## src/rtl/seq_core_pkg.sv

```systemverilog
// Shared encodings for the sequential core: opcodes, instruction field positions, NOP word,
// plus the operand-read predicate used for load-use detection.
package seq_core_pkg;

    localparam logic [3:0] OP_NOP   = 4'h0;
    localparam logic [3:0] OP_ADD   = 4'h1;
    localparam logic [3:0] OP_SUB   = 4'h2;
    localparam logic [3:0] OP_AND   = 4'h3;
    localparam logic [3:0] OP_OR    = 4'h4;
    localparam logic [3:0] OP_XOR   = 4'h5;
    localparam logic [3:0] OP_LOADC = 4'h6;
    localparam logic [3:0] OP_LOAD  = 4'h7;
    localparam logic [3:0] OP_STORE = 4'h8;
    localparam logic [3:0] OP_JMP   = 4'h9;
    localparam logic [3:0] OP_JMPR  = 4'hA;
    localparam logic [3:0] OP_JMPRZ = 4'hB;
    localparam logic [3:0] OP_HALT  = 4'hF;

    localparam int OP_LO = 12;
    localparam int D_LO  = 9;
    localparam int S0_LO = 6;
    localparam int S1_LO = 3;

    localparam logic [15:0] IR_NOP = 16'h0000;

    // True when instruction word w reads register r as a source operand.
    function automatic logic ir_reads(input logic [15:0] w, input logic [2:0] r);
        logic [3:0] o;
        o = w[OP_LO+:4];
        case (o)
            OP_ADD, OP_SUB, OP_AND, OP_OR, OP_XOR, OP_STORE:
                ir_reads = (w[S0_LO+:3] == r) || (w[S1_LO+:3] == r);
            OP_LOAD, OP_JMP: ir_reads = (w[S0_LO+:3] == r);
            OP_JMPRZ:        ir_reads = (w[D_LO+:3] == r);
            default:         ir_reads = 1'b0;
        endcase
    endfunction

endpackage

```

## src/rtl/seq_core_regfile.sv

```systemverilog
// 8-entry register file, two combinational read ports, one synchronous write port, no reset.
module seq_core_regfile #(
    parameter int D_SIZE = 32
) (
    input  logic              clk,
    input  logic              wr_en,
    input  logic [2:0]        wr_addr,
    input  logic [D_SIZE-1:0] wr_data,
    input  logic [2:0]        rd_addr0,
    output logic [D_SIZE-1:0] rd_data0,
    input  logic [2:0]        rd_addr1,
    output logic [D_SIZE-1:0] rd_data1
);

    logic [D_SIZE-1:0] mem [8];

    always_ff @(posedge clk) begin
        if (wr_en) mem[wr_addr] <= wr_data;
    end

    assign rd_data0 = mem[rd_addr0];
    assign rd_data1 = mem[rd_addr1];

endmodule

```

## src/rtl/seq_core_read.sv

```systemverilog
// Decode/operand-read stage: register-file read with r3/wb forwarding, jump and halt
// resolution toward fetch, and load-use bubble generation.
module seq_core_read
    import seq_core_pkg::*;
#(
    parameter int A_SIZE = 10,
    parameter int D_SIZE = 32
) (
    input  logic              clk,
    input  logic              rst_n,
    input  logic [15:0]       ir,
    output logic              r2_pc_halt,
    output logic              r2_pc_load,
    output logic              r2_pc_loadr,
    output logic [A_SIZE-1:0] r2_pc_target,
    output logic              r2_pc_flush,
    output logic              bubble,
    output logic              r2_valid,
    output logic [3:0]        r2_opcode,
    output logic [2:0]        r2_dst,
    output logic [D_SIZE-1:0] r2_op0,
    output logic [D_SIZE-1:0] r2_op1,
    input  logic              r3_we,
    input  logic [2:0]        r3_dst,
    input  logic [D_SIZE-1:0] r3_data,
    input  logic              wb_we,
    input  logic [2:0]        wb_dst,
    input  logic [D_SIZE-1:0] wb_data
);

    logic [3:0]        op;
    logic [2:0]        fd, fs0, fs1, ra0;
    logic [D_SIZE-1:0] rf0, rf1, v0, v1;
    logic [A_SIZE-1:0] rel_tgt;

    assign op  = ir[OP_LO+:4];
    assign fd  = ir[D_LO+:3];
    assign fs0 = ir[S0_LO+:3];
    assign fs1 = ir[S1_LO+:3];
    // JMPRZ tests R[d], so read port 0 is steered to d for that opcode.
    assign ra0 = (op == OP_JMPRZ) ? fd : fs0;

    // Fetch pc is already J+2 when it applies the offset.
    assign rel_tgt = {{(A_SIZE-6){ir[5]}}, ir[5:0]} - A_SIZE'(2);

    seq_core_regfile #(.D_SIZE(D_SIZE)) u_rf (
        .clk      (clk),
        .wr_en    (wb_we),
        .wr_addr  (wb_dst),
        .wr_data  (wb_data),
        .rd_addr0 (ra0),
        .rd_data0 (rf0),
        .rd_addr1 (fs1),
        .rd_data1 (rf1)
    );

    always_comb begin
        v0 = rf0;
        if (r3_we && r3_dst == ra0)      v0 = r3_data;
        else if (wb_we && wb_dst == ra0) v0 = wb_data;
        v1 = rf1;
        if (r3_we && r3_dst == fs1)      v1 = r3_data;
        else if (wb_we && wb_dst == fs1) v1 = wb_data;
    end

    assign bubble = r2_valid && (r2_opcode == OP_LOAD) && ir_reads(ir, r2_dst)
                    && !r2_pc_flush && !r2_pc_halt;

    logic              n_halt, n_load, n_loadr, n_flush, n_valid;
    logic [A_SIZE-1:0] n_target;
    logic [3:0]        n_opcode;
    logic [2:0]        n_dst;
    logic [D_SIZE-1:0] n_op0, n_op1;

    always_comb begin
        n_halt   = r2_pc_halt;
        n_load   = 1'b0;
        n_loadr  = 1'b0;
        n_flush  = 1'b0;
        n_target = '0;
        n_valid  = 1'b0;
        n_opcode = OP_NOP;
        n_dst    = '0;
        n_op0    = '0;
        n_op1    = '0;
        if (!r2_pc_halt && !r2_pc_flush && !bubble) begin
            case (op)
                OP_ADD, OP_SUB, OP_AND, OP_OR, OP_XOR: begin
                    n_valid = 1'b1; n_opcode = op; n_dst = fd; n_op0 = v0; n_op1 = v1;
                end
                OP_LOADC: begin
                    n_valid = 1'b1; n_opcode = op; n_dst = fd;
                    n_op0 = {{(D_SIZE-8){1'b0}}, ir[7:0]};
                end
                OP_LOAD: begin
                    n_valid = 1'b1; n_opcode = op; n_dst = fd; n_op0 = v0;
                end
                OP_STORE: begin
                    n_valid = 1'b1; n_opcode = op; n_op0 = v0; n_op1 = v1;
                end
                OP_JMP: begin
                    n_load = 1'b1; n_flush = 1'b1; n_target = v0[A_SIZE-1:0];
                end
                OP_JMPR: begin
                    n_loadr = 1'b1; n_flush = 1'b1; n_target = rel_tgt;
                end
                OP_JMPRZ: begin
                    if (v0 == '0) begin
                        n_loadr = 1'b1; n_flush = 1'b1; n_target = rel_tgt;
                    end
                end
                OP_HALT: n_halt = 1'b1;
                default: ;
            endcase
        end
    end

    always_ff @(posedge clk or negedge rst_n) begin
        if (!rst_n) begin
            r2_pc_halt   <= 1'b0;
            r2_pc_load   <= 1'b0;
            r2_pc_loadr  <= 1'b0;
            r2_pc_target <= '0;
            r2_pc_flush  <= 1'b0;
            r2_valid     <= 1'b0;
            r2_opcode    <= OP_NOP;
            r2_dst       <= '0;
            r2_op0       <= '0;
            r2_op1       <= '0;
        end else begin
            r2_pc_halt   <= n_halt;
            r2_pc_load   <= n_load;
            r2_pc_loadr  <= n_loadr;
            r2_pc_target <= n_target;
            r2_pc_flush  <= n_flush;
            r2_valid     <= n_valid;
            r2_opcode    <= n_opcode;
            r2_dst       <= n_dst;
            r2_op0       <= n_op0;
            r2_op1       <= n_op1;
        end
    end

endmodule

```

## config.mk

```make
export PLATFORM = sky130hd
export DESIGN_NAME = seq_core_read
export DESIGN_NICKNAME = d
export VERILOG_FILES = /design/src/rtl/seq_core_pkg.sv /design/src/rtl/seq_core_regfile.sv /design/src/rtl/seq_core_read.sv
export SDC_FILE = /design/constraint.sdc
export NUM_CORES = 1
export LEC_CHECK = 0
export CELL_PAD_IN_SITES_DETAIL_PLACEMENT = 1
export CELL_PAD_IN_SITES_GLOBAL_PLACEMENT = 2
export CORE_UTILIZATION = 43
export DETAILED_ROUTE_END_ITERATION = 6
export GPL_ROUTABILITY_DRIVEN = 0
export PLACE_DENSITY = 0.83
export SETUP_SLACK_MARGIN = 0.2
export SYNTH_ARGS = -nofsm -noshare
export SYNTH_HDL_FRONTEND = slang
export SYNTH_SLANG_ARGS = --single-unit
export TNS_END_PERCENT = 1
```

## constraint.sdc

```tcl
create_clock -name clk -period 5.5 [get_ports clk]
set_input_delay 1.1 -clock clk [delete_from_list [all_inputs] [get_ports clk]]
set_output_delay 1.1 -clock clk [all_outputs]
set_load 0.1 [all_outputs]
```

==> results.json <==
{
  "viasPerCell": 6.11,
  "pwr-share-clk": 0.416,
  "comb_power_share": 0.121,
  "end_kind": "register",
  "initial_core_util": 0.438,
  "fin_setup_tns_ns": 0,
  "cts_tree": "done",
  "grt_max_degree": 78,
  "async_reset_ff_frac": 0.251,
  "root_buffer": "clkbuf_16",
  "die_h_um": 198,
  "r2r_end": "r2_op0[0]",
  "antenna_found_initial": 4,
  "power_density_mw_per_mm2": 306,
  "finalHoldViolCount": 0,
  "tightest_slew_ns": 1.06,
  "detail_route.iter0.violations": 976,
  "period_share": 0.863,
  "synth_cells": 1206,
  "final_nets": 1482,
  "wl_um": 54300,
  "cts_buffers": 38,
  "worstSetupStartpointType": "primary input",
  "synth_top_area_cell": "edfxtp_1",
  "clock-sinks": 342,
  "netlist.area_leader.share": 0.465,
  "antenna_left": 0,
  "area_growth_pct": 23.1,
  "grt_pass1_vias": 12469,
  "power_mw": 6.23,
  "arrival_ns": 5.20,
  "hold_buffers": 0,
  "p_sw_frac": 0.244,
  "ys_seq_area_frac": 0.595,
  "clockBufferDepth": 3,
  "ys_warn_count": 0,
  "timing_worst_setup_path_type": "primary input to register",
  "r2r-start": "r2_dst[2]",
  "clkTransAtPathRegs_ns": 0.06,
  "syn_nets": 1297,
  "rr_worst_depth": 9,
  "timing.slew.headroom": 0.288,
  "p_int_mw": 4.71,
  "grt_pass1_wl_um": 80600,
  "reg2reg_slack_ns": 2.58,
  "num_rows": 71,
  "overflow": 0,
  "ys.flop_type": "edfxtp_1",
  "fillCellCount": 3734,
  "finClkSkew_ns": 0.0232,
  "avgSynthCellArea_um2": 13.7,
  "wl_per_cell_um": 28.1,
  "synth-seq-cells": 342,
  "core_area_mm2": 0.0378,
  "p_leak_nw": 7.55,
  "die_x_um": 198,
  "via_count": 11807,
  "post-route-drc-count": 0,
  "setup_viol": 0,
  "hold_class": "primary input to async pin",
  "max_freq_ghz": 0.211,
  "drive_above_1_share": 0.144,
  "cts_setup_buffers": 0,
  "h-tree-depth": 2,
  "hpwl_um": 35000,
  "post_cts_resized": 0,
  "insertion_delay_ns": 0.55,
  "io_buffers": 176,
  "cp_max_fo": 77,
  "track_usage": 0.283,
  "cap_violations": 0,
  "first_pass_iters": 5,
  "fin_crit_ns": 4.75,
  "max-vdd-ir-drop_v": 0.000175,
  "finalMaxSlewViolations": 0,
  "synth_area_mm2": 0.0165,
  "status": "complete, no violations",
  "io_pins": 177,
  "synth_edf_count": 256,
  "dieArea_mm2": 0.0393,
  "rsz0062_at_grt": "no",
  "synth_area_leaders": "edfxtp_1 46%, dfrtp_1 13%, mux2i_1 9.6%, mux4_2 9.0%, a22oi_1 3.0%",
  "p_switching_mw": 1.52,
  "seq_power_share": 0.462,
  "critPathRequiredTime_ns": 5.95,
  "synthDistinctLibCells": 63
}
-- final cells by class --
cell class	count	area (um2)	share of cell area
tap	511	639	0.0314
multi-input combinational	767	6360	0.312
timing repair buffer	234	2250	0.111
antenna	1	2.50	0.000123
clock buffer	51	1030	0.0506
clock inverter	18	216	0.0106
sequential	342	9840	0.483
inverter	8	30.0	0.00147
-- cell families (layout without fill, tap and decap cells) --
logic type,count (synthesis),after routing,synth area share
flops,342,342,0.595
simple gates,265,265,0.0772
compound gates,246,246,0.0972
mux,227,227,0.188
buf+inv,97,311,0.0270
xor+xnor,28,28,0.0153
fa+ha+maj,1,1,0.000756
other cells,0,1,0
-- metal layers --
metal	vias up	track usage	share of wire	routed length (um)
li1	5058	-	-	-
met1	6156	0.384	0.43	23100
met2	487	0.460	0.48	25900
met3	100	0.0458	0.065	3510
met4	6	0.102	0.032	1730
met5	-	0	0.00066	36
-- placed cells by master, fill, tap and decap left out, drive strengths merged, types with 4 or more instances in the layout --
master         instances
edfxtp               256
clkdlybuf4s50        171
mux2i                160
nor2                 111
dfrtp                 86
a21oi                 67
a22oi                 67
mux4                  66
buf                   63
clkbuf                51
nand2                 50
a211oi                37
o21ai                 36
and2                  24
nand3                 17
nor3                  17
xnor2                 16
xor2                  12
clkinv                11
nor4                  10
a31oi                  9
inv                    9
nand2b                 8
a22o                   7
nand4                  7
bufinv                 5
nor2b                  4
-- metrics by stage --
step | setup WS [ns] | util | hold WS [ns] | cell area [um2] | std cells
floorplan | 0.708 | - | 0.772 | 16600 | 1206
global placement | 0.383 | 0.506 | 0.517 | 19100 | 1862
detailed placement | 0.318 | 0.506 | 0.522 | 19100 | 1862
finish | 0.753 | 0.540 | 0.513 | 20400 | 1932
global route | 0.528 | 0.540 | 0.539 | 20400 | 1932
CTS | 0.770 | 0.540 | 0.518 | 20400 | 1931
-- state kept, by name, summed over array words and instances (netlist names) --
signal,cells
r2_dst,3
r2_op0,32
r2_op1,32
r2_opcode,4
r2_pc_flush,1
r2_pc_halt,1
r2_pc_load,1
r2_pc_loadr,1
r2_pc_target,10
r2_valid,1
u_rf.mem,256
-- synthesized netlist by cell type, drive strengths merged (2+ instances only) --
master and number:
or4b 2, a21oi 67, nand2b 8, a22oi 67
or2 2, mux2i 160, mux4 66, nor3 17
xnor2 16, dfrtp 86, edfxtp 256, nor4b 2
o21ai 36, a211o 3, and3 2, nor2 111
a31o 2, nand3 17, nand2 50, nand4 7
o31ai 3, o211ai 2, o22a 2, nor2b 4
clkbuf 49, inv 8, a31oi 9, and4 2
a21o 2, a211oi 37, xor2 12, nand4b 3
buf 40, nor4 10, and2 24, a22o 7
-- how the worst max path moves through the flow --
stage                       from         endpoint  slack, ns  depth (start not counted)
after detailed placement  ir[13]  r2_pc_target[5]       0.32                         14
after floorplan            ir[7]           bubble       0.71                          6
final                     ir[13]  r2_pc_target[4]       0.75                         14
after global placement    ir[13]  r2_pc_target[4]       0.38                         13
after global routing      ir[15]  r2_pc_target[5]       0.53                         14
after CTS                 ir[13]  r2_pc_target[5]       0.77                         14
-- power by group through the flow --
stage,clock (mW),sequential (mW),combinational (mW)
after floorplan,0,2.92,0.430
after global placement,0,2.93,0.737
after detailed placement,0,2.93,0.749
after CTS,2.63,2.88,0.757
after global routing,2.72,2.89,0.808
final,2.59,2.88,0.757
-- worst max-delay path, cell delays in order --
cell and delay, ns:
clkdlybuf4s50_1 0.48, and4b_1 0.48, mux2i_4 0.37, buf_12 0.49, buf_12 0.32, mux2i_1 0.29, a22oi_1 0.14, a21oi_1 0.17
o21ai_1 0.11, nor4_1 0.32, buf_4 0.18, and3_1 0.25, nand2_1 0.21, o21ai_1 0.20
(Power assumes the default switching activity.)
